File: src/rtl/mtm_unit.sv
// Streaming square-matrix transpose with ping-pong banks.
// Rows are written into the fill bank. A full bank is drained one column per cycle,
// so output row c is column c of the loaded matrix.
// Optional build macro: MTM_ZERO_IDLE_EN
//   Defined:   output_row is forced to zero in every cycle where out_val is low.
//   Undefined: output_row holds the last transposed row.
module mtm_unit #(
  parameter int unsigned DATA_WIDTH = 8,
  parameter int unsigned NUM_PE     = 4
) (
  input  logic                  clk,
  input  logic                  rst,
  input  logic                  val,
  input  logic [DATA_WIDTH-1:0] input_row  [0:NUM_PE-1],
  output logic                  out_val,
  output logic [DATA_WIDTH-1:0] output_row [0:NUM_PE-1]
);

  localparam int unsigned CntW = $clog2(NUM_PE);
  localparam logic [CntW-1:0] LastIdx = CntW'(NUM_PE - 1);

  logic [DATA_WIDTH-1:0] bank_q [2][NUM_PE][NUM_PE];
  logic [DATA_WIDTH-1:0] bank_d [2][NUM_PE][NUM_PE];
  logic [1:0]            full_q, full_d;
  logic                  wr_bank_q, wr_bank_d;
  logic [CntW-1:0]       wr_row_q, wr_row_d;
  logic                  rd_bank_q, rd_bank_d;
  logic [CntW-1:0]       rd_col_q, rd_col_d;
  logic                  out_val_q, out_val_d;
  logic [DATA_WIDTH-1:0] output_row_q [NUM_PE];
  logic [DATA_WIDTH-1:0] output_row_d [NUM_PE];
  logic                  wr_en, rd_en;

  // Next-state for fill side, drain side and full flags
  always_comb begin
    bank_d       = bank_q;
    full_d       = full_q;
    wr_bank_d    = wr_bank_q;
    wr_row_d     = wr_row_q;
    rd_bank_d    = rd_bank_q;
    rd_col_d     = rd_col_q;
    out_val_d    = 1'b0;
    output_row_d = output_row_q;

    // A write into a still-full bank is dropped and wr_row holds.
    wr_en = val && !full_q[wr_bank_q];
    rd_en = full_q[rd_bank_q];

    if (rd_en) begin
      for (int i = 0; i < NUM_PE; i++) begin
        output_row_d[i] = bank_q[rd_bank_q][i][rd_col_q];
      end
      out_val_d = 1'b1;
      if (rd_col_q == LastIdx) begin
        full_d[rd_bank_q] = 1'b0;
        rd_col_d          = '0;
        rd_bank_d         = ~rd_bank_q;
      end else begin
        rd_col_d = rd_col_q + CntW'(1);
      end
    end else begin
`ifdef MTM_ZERO_IDLE_EN
      for (int i = 0; i < NUM_PE; i++) begin
        output_row_d[i] = '0;
      end
`endif
    end

    // The fill update follows the drain update, so a set wins over a clear.
    if (wr_en) begin
      for (int j = 0; j < NUM_PE; j++) begin
        bank_d[wr_bank_q][wr_row_q][j] = input_row[j];
      end
      if (wr_row_q == LastIdx) begin
        full_d[wr_bank_q] = 1'b1;
        wr_row_d          = '0;
        wr_bank_d         = ~wr_bank_q;
      end else begin
        wr_row_d = wr_row_q + CntW'(1);
      end
    end
  end

  // State registers with asynchronous active-low clear
  always_ff @(posedge clk or negedge rst) begin
    if (!rst) begin
      for (int b = 0; b < 2; b++) begin
        for (int r = 0; r < NUM_PE; r++) begin
          for (int c = 0; c < NUM_PE; c++) begin
            bank_q[b][r][c] <= '0;
          end
        end
      end
      for (int i = 0; i < NUM_PE; i++) begin
        output_row_q[i] <= '0;
      end
      full_q    <= '0;
      wr_bank_q <= 1'b0;
      wr_row_q  <= '0;
      rd_bank_q <= 1'b0;
      rd_col_q  <= '0;
      out_val_q <= 1'b0;
    end else begin
      bank_q       <= bank_d;
      output_row_q <= output_row_d;
      full_q       <= full_d;
      wr_bank_q    <= wr_bank_d;
      wr_row_q     <= wr_row_d;
      rd_bank_q    <= rd_bank_d;
      rd_col_q     <= rd_col_d;
      out_val_q    <= out_val_d;
    end
  end

  assign out_val    = out_val_q;
  assign output_row = output_row_q;

endmodule

File: config.mk
export PLATFORM = sky130hd
export DESIGN_NAME = mtm_unit
export DESIGN_NICKNAME = d
export VERILOG_FILES = /design/src/rtl/mtm_unit.sv
export SDC_FILE = /design/constraint.sdc
export NUM_CORES = 1
export LEC_CHECK = 0
export BUFFER_PORTS_ARGS = -buffer_cell sky130_fd_sc_hd__buf_2
export CELL_PAD_IN_SITES_DETAIL_PLACEMENT = 0
export CELL_PAD_IN_SITES_GLOBAL_PLACEMENT = 1
export CORE_UTILIZATION = 40
export CTS_CLUSTER_DIAMETER = 80
export DETAILED_ROUTE_END_ITERATION = 10
export HOLD_SLACK_MARGIN = 0.06
export PLACE_DENSITY_LB_ADDON = 0.15
export REMOVE_ABC_BUFFERS = 1
export SLEW_MARGIN = 20
export SYNTH_ARGS = -nofsm -noshare
export SYNTH_HDL_FRONTEND = slang
export SYNTH_SLANG_ARGS = --single-unit
File: constraint.sdc
create_clock -name clk -period 3.8 [get_ports clk]
set_input_delay 0.38 -clock clk [delete_from_list [all_inputs] [get_ports clk]]
set_output_delay 0.38 -clock clk [all_outputs]
set_load 0.02 [all_outputs]
==> results of run 1 <==
power breakdown:
| part | total [uW] | switching [uW] | leakage [uW] | internal, uW |
|---|---|---|---|---|
| Sequential | 5570 | 852 | 0.00364 | 4720 |
| Combinational | 5630 | 2550 | 0.00293 | 3090 |
| Clock | 3200 | 1320 | 0.000541 | 1880 |
cell usage after synthesis (8+ instances only):
master	number
a22o_1	32
buf_2	19
buf_4	8
buf_6	16
clkbuf_1	17
dfrtp_1	297
mux2_1	44
mux2_2	189
mux2_4	90
mux2i_1	65
nand2_1	37
o22ai_1	32
o31ai_1	19
o31ai_2	13
cell type report:
class	instances	area (sq um)	area share [%]
sequential	297	7436	47.98
clock inverter	11	75.07	0.4844
tap	448	560.5	3.617
timing repair buffer	85	553.0	3.569
clock buffer	50	1022	6.596
multi-input combinational	549	5839	37.68
inverter	3	11.26	0.07266
stage by stage:
step	cells	utilization [%]
5_1_grt	1443	46.10
6_report	1443	46.10
4_1_cts	1441	46.00
3_5_place_dp	1379	42.70
2_1_floorplan	849	-
3_3_place_gp	1379	42.70
worst min path at each step:
| stage | from | end | slack, ps | depth (start not counted) |
|---|---|---|---|---|
| floorplan | rst | bank_q[0]$_DFFE_PN0P_ | 80 | 0 |
| global placement | output_row[22]$_DFFE_PN0N_ | output_row[22]$_DFFE_PN0N_ | 460 | 2 |
| detailed placement | output_row[14]$_DFFE_PN0N_ | output_row[14]$_DFFE_PN0N_ | 470 | 2 |
| CTS | input_row[15] | bank_q[47]$_DFFE_PN0P_ | 180 | 2 |
| global route | input_row[7] | bank_q[199]$_DFFE_PN0P_ | 200 | 2 |
| finish | input_row[7] | bank_q[7]$_DFFE_PN0P_ | 190 | 2 |
cell usage in the layout (no fill, tap or decap), drive strengths merged, types with 4 or more instances in the layout:
cell type,netlist,layout
a22o,32,32
buf,46,84
clkbuf,17,50
clkinv,0,5
dfrtp,297,297
ha,5,5
inv,3,7
mux2,323,323
mux2i,65,65
nand2,37,37
nand3,4,4
o22ai,32,32
o31ai,32,32
state kept, by name, summed over array words and instances (netlist names):
signal,count
wr_bank_q,1
wr_row_q,2
output_row,32
full_q,2
rd_bank_q,1
rd_col_q,2
bank_q,256
out_val,1
layer usage:
metal / routed length [um] / global-route usage (%)
met5: 13 / 0
met4: 635 / 4.792
met3: 900 / 2.552
met2: 13420 / 27.61
met1: 14550 / 25.42
cells by family (layout without fill, tap and decap cells):
| logic type | after synthesis | in the layout | synth area share (%) |
|---|---|---|---|
| AO/OA/AOI/OAI | 102 | 102 | 5.999 |
| adder cells (fa/ha/maj) | 5 | 5 | 0.4565 |
| multiplexers | 388 | 388 | 33.76 |
| buffers and inverters | 66 | 149 | 3.397 |
| AND/OR/NAND/NOR | 54 | 54 | 2.155 |
| flip-flops | 297 | 297 | 54.24 |
critical path, cell delays in order, from the launching register on:
cell	delay, ps
dfrtp_1	420
inv_1	100
ha_1	210
and3_2	800
buf_4	400
mux2_4	330
==> metrics.cfg, run 1 <==
[run_status]
status=completed

[logic_synthesis]
synthCells=912
yosysWarnings=0
synth-edff-count=0
ys_types=30
synth_top_cells_by_area=dfrtp_1, mux2_2, mux2_4, mux2i_1, mux2_1
ys_seq_elements=297
avgSynthCellArea_sq_um=15.03
async_flop_share_pct=100.0
ys_seq_area_share_pct=54.24
ys.flop_type=dfrtp_1
synth_top_area_cell=dfrtp_1
synth.cell_area_sq_um=13700
synth_top_cell_area_share_pct=54.24

[worst_setup_path]
path_class=reg -> reg
critPathLaunch=wr_row_q[0]$_DFFE_PN0P_
cp-end-kind=flip-flop
cp_max_fo=21
arrival_ps=2770
worstReg2RegEnd=bank_q[190]$_DFFE_PN0P_
start_kind=flip-flop
critical_path_required_ps=4190
r2r-start=wr_row_q[0]$_DFFE_PN0P_
crit_path_end=bank_q[190]$_DFFE_PN0P_
r2r_cells=5
regToRegSetupSlack_ps=1420

[floorplan]
die_area_sq_um=35000
ioPinCount=68
core_region_area_sq_um=33620
start_util_pct=40.76
die_h_um=187.1
die_w_um=187.1
num_rows=67

[route]
wl_per_cell_um=20.46
post_drt_via_cell_ratio=5.229
drt-pass1-iter-count=4
ant_nets=0
drt_iter0_markers=288
totalWireLength_um=29520
drc=0
via_count=7546

[global_route]
grt_max_degree=107
antenna_found_initial=1
first_global_vias=8257
globalRoute.totalOverflow=0
grt_pass1_wl_um=48920
grt_usage_pct=17.61

[run]
cap_viol_max_count=0

[pwr]
finalPower_uw=14410
p_leak_uw=0.007119
vdd_drop_max_mv=0.4879
powerDensity_nw_per_um2=929.8

[clock_network]
clk_pin_slew_ps=60
clk_latency_ps=520
cts_resized=0
htreeDepth=2
postCtsHoldBufs=1
cts_tree=built
numCtsBuffers=35
post_cts_buffers=0
clock-root-buffer=clkbuf_16
clock_sinks=297
cts.path.max_buffers=3

[sta]
finalSetupTns_ps=0
fmax_ghz=0.4208
rsz0062_at_grt=false
timing.hold.ws_ps=185.8
finalSetupViolCount=0
final-max-slew-violation-count=0
hold_viol=0
finClkSkew_ps=22.06
fin_ws_ps=1424
max_slew_margin_pct=32.72
min_period_over_period_pct=62.53
tightest_slew_ps=1009
period_needed_ps=2376

[place]
preCtsSetupSlack_ps=1401
portBuffers=67
place.gp.congestion=0.6908
dp.final_hpwl_um=17150
placed_area_sq_um=14360

[worst_hold_path]
hold_class=in -> reg

[finish]
num-nets-final=1011
fillers=3011
stdcell_area_sq_um=15500
drive_gt1_share_pct=44.72
diodes=0
syn_to_final_growth_pct=13.09

Note: power is estimated with default switching activity, not from simulation.
==> run 2: changes to the inputs <==
==> constraint.sdc (replaced) <==
create_clock -name clk -period 2.4 [get_ports clk]
set_input_delay 0.24 -clock clk [delete_from_list [all_inputs] [get_ports clk]]
set_output_delay 0.24 -clock clk [all_outputs]
set_load 0.02 [all_outputs]
==> metrics.cfg, run 2 (synthesis results as in run 1) <==
[clock_network]
numCtsBuffers=35  ; unchanged
post_cts_buffers=0  ; unchanged
clock_sinks=297  ; unchanged
clk_pin_slew_ps=60  ; about the same
cts.path.max_buffers=3  ; unchanged
postCtsHoldBufs=3  ; +2
clk_latency_ps=510  ; about the same
cts_resized=0  ; unchanged
cts_tree=built
htreeDepth=2  ; unchanged
clock-root-buffer=clkbuf_16

[worst_setup_path]
start_kind=flip-flop
r2r_cells=5  ; unchanged
cp-end-kind=flip-flop
path_class=reg -> reg
critical_path_required_ps=2790  ; -1400 ps
cp_max_fo=11  ; -48%
arrival_ps=2290  ; -480 ps

[floorplan]
ioPinCount=68  ; unchanged
num_rows=67  ; unchanged
die_w_um=187.1  ; unchanged
die_area_sq_um=35000  ; unchanged
core_region_area_sq_um=33620  ; unchanged
start_util_pct=40.76  ; unchanged
die_h_um=187.1  ; unchanged

[finish]
drive_gt1_share_pct=45.11  ; +0.39 points
num-nets-final=1028  ; +1.7%
post-route-util_pct=47.04  ; +0.94 points
ff_latch_area_sq_um=7436  ; unchanged
stdcell_area_sq_um=15810  ; +2.0%
syn_to_final_growth_pct=15.39
diodes=0  ; unchanged
final_cell_mix=dfrtp_1, mux2_2, mux2_4
fillers=2952  ; -2.0%
final_common_cell=dfrtp_1
multi_input_comb_area_sq_um=5839  ; unchanged
regMostFlops=bank_q
largest_register_ffs=256  ; unchanged

[route]
post_drt_via_cell_ratio=5.254  ; +0.47%
totalWireLength_um=30450  ; +3.1%
via_count=7676  ; +1.7%
drt_iter0_markers=310  ; +7.6%
ant_nets=0  ; unchanged
drt-pass1-iter-count=4  ; unchanged
drc=0  ; unchanged
wl_per_cell_um=20.84  ; +1.9%

[worst_hold_path]
hold_class=in -> reg
min_path_cells=2  ; unchanged

[global_route]
first_global_vias=8158  ; -1.2%
grt_usage_pct=18.15  ; +0.54 points
antenna_found_initial=1  ; unchanged
grt_max_degree=65  ; -39%
globalRoute.totalOverflow=0  ; unchanged
grt_pass1_wl_um=49710  ; +1.6%

[place]
placed_area_sq_um=14630  ; +1.9%
dp.final_hpwl_um=18360  ; +7.0%
portBuffers=67  ; unchanged
preCtsSetupSlack_ps=513.4  ; -887.2 ps
place.gp.congestion=0.6835  ; -1.1%

[sta]
max_slew_margin_pct=63.62  ; +31 points
tightest_slew_ps=545.6  ; -463.6 ps
final-max-slew-violation-count=0  ; unchanged
fmax_ghz=0.5256  ; +25%
period_needed_ps=1902  ; -473.7 ps
rsz0062_at_grt=false
fin_ws_ps=497.5  ; -926.3 ps
min_period_over_period_pct=79.27  ; +17 points
finalSetupViolCount=0  ; unchanged
hold_viol=0  ; unchanged
finClkSkew_ps=11.90  ; -10.16 ps

[run_status]
status=completed

[pwr]
vdd_drop_max_mv=0.8558  ; +75%
finalPower_uw=23320  ; +62%
p_leak_uw=0.007278  ; +2.2%
powerDensity_nw_per_um2=1475  ; +59%

[run]
cap_viol_max_count=0  ; unchanged

[run 2: changes by cell type in the layout (fill, tap and decap cells not counted)]
cell / delta
buf_12: +11
buf_8: -1
clkinv_2: +1
inv_6: -4
dlygate4sd3_1: +2
buf_4: +5
bufinv_16: +2
clkbuf_8: -2
clkinvlp_4: -2
clkbuf_1: +4
clkbuf_16: +2
[run 2: routing by layer]
| layer | part of all wire (%) | track usage (%) | up-vias |
|---|---|---|---|
| li1 | - | - | 3504 |
| met1 | 50 | 26.93 | 4038 |
| met2 | 45 | 27.84 | 94 |
| met3 | 2.8 | 2.739 | 38 |
| met4 | 1.7 | 4.224 | 2 |
| met5 | 0.039 | 0 | - |
[run 2: area by class of cell]
class,instances,area share [%]
inverter,3,0.07121
tap,448,3.545
multi-input combinational,549,36.93
clock buffer,54,6.702
clock inverter,8,0.5697
timing repair buffer,102,5.159
sequential,297,47.02
[run 2: path summary, 6_finish.rpt]
path | from | to | slack, ps
worst min register to register | output_row[2]$_DFFE_PN0N_ | output_row[2]$_DFFE_PN0N_ | 470
min in group asynchronous | rst | bank_q[12]$_DFFE_PN0P_ | 300
worst min-delay path | input_row[27] | bank_q[27]$_DFFE_PN0P_ | 80
max in group asynchronous | rst | output_row[8]$_DFFE_PN0N_ | 1290
worst max register to register | wr_row_q[0]$_DFFE_PN0P_ | bank_q[183]$_DFFE_PN0P_ | 500
worst max-delay path | wr_row_q[0]$_DFFE_PN0P_ | bank_q[183]$_DFFE_PN0P_ | 500
[run 2: worst max-delay path, stage by stage (launching register included)]
cell and delay [ps]:
dfrtp_1 420, inv_1 100, ha_1 210, and3_2 510, buf_12 220, mux2_2 330
[run 2: stage by stage]
| step | hold slack, ps | setup TNS (ps) | instances |
|---|---|---|---|
| floorplan | -55.59 | -181360 | 849 |
| global route | 84.32 | 0 | 1461 |
| detailed placement | 245.8 | 0 | 1396 |
| global placement | 239.7 | 0 | 1396 |
| CTS | 69.42 | 0 | 1461 |
| finish | 80.52 | 0 | 1461 |
[run 2: power by group]
part / internal, uW / total (uW) / switching, uW
logic: 5090 / 9180 / 4090
registers: 7480 / 8860 / 1390
clock network: 3250 / 5280 / 2030
total: 15800 / 23300 / 7510
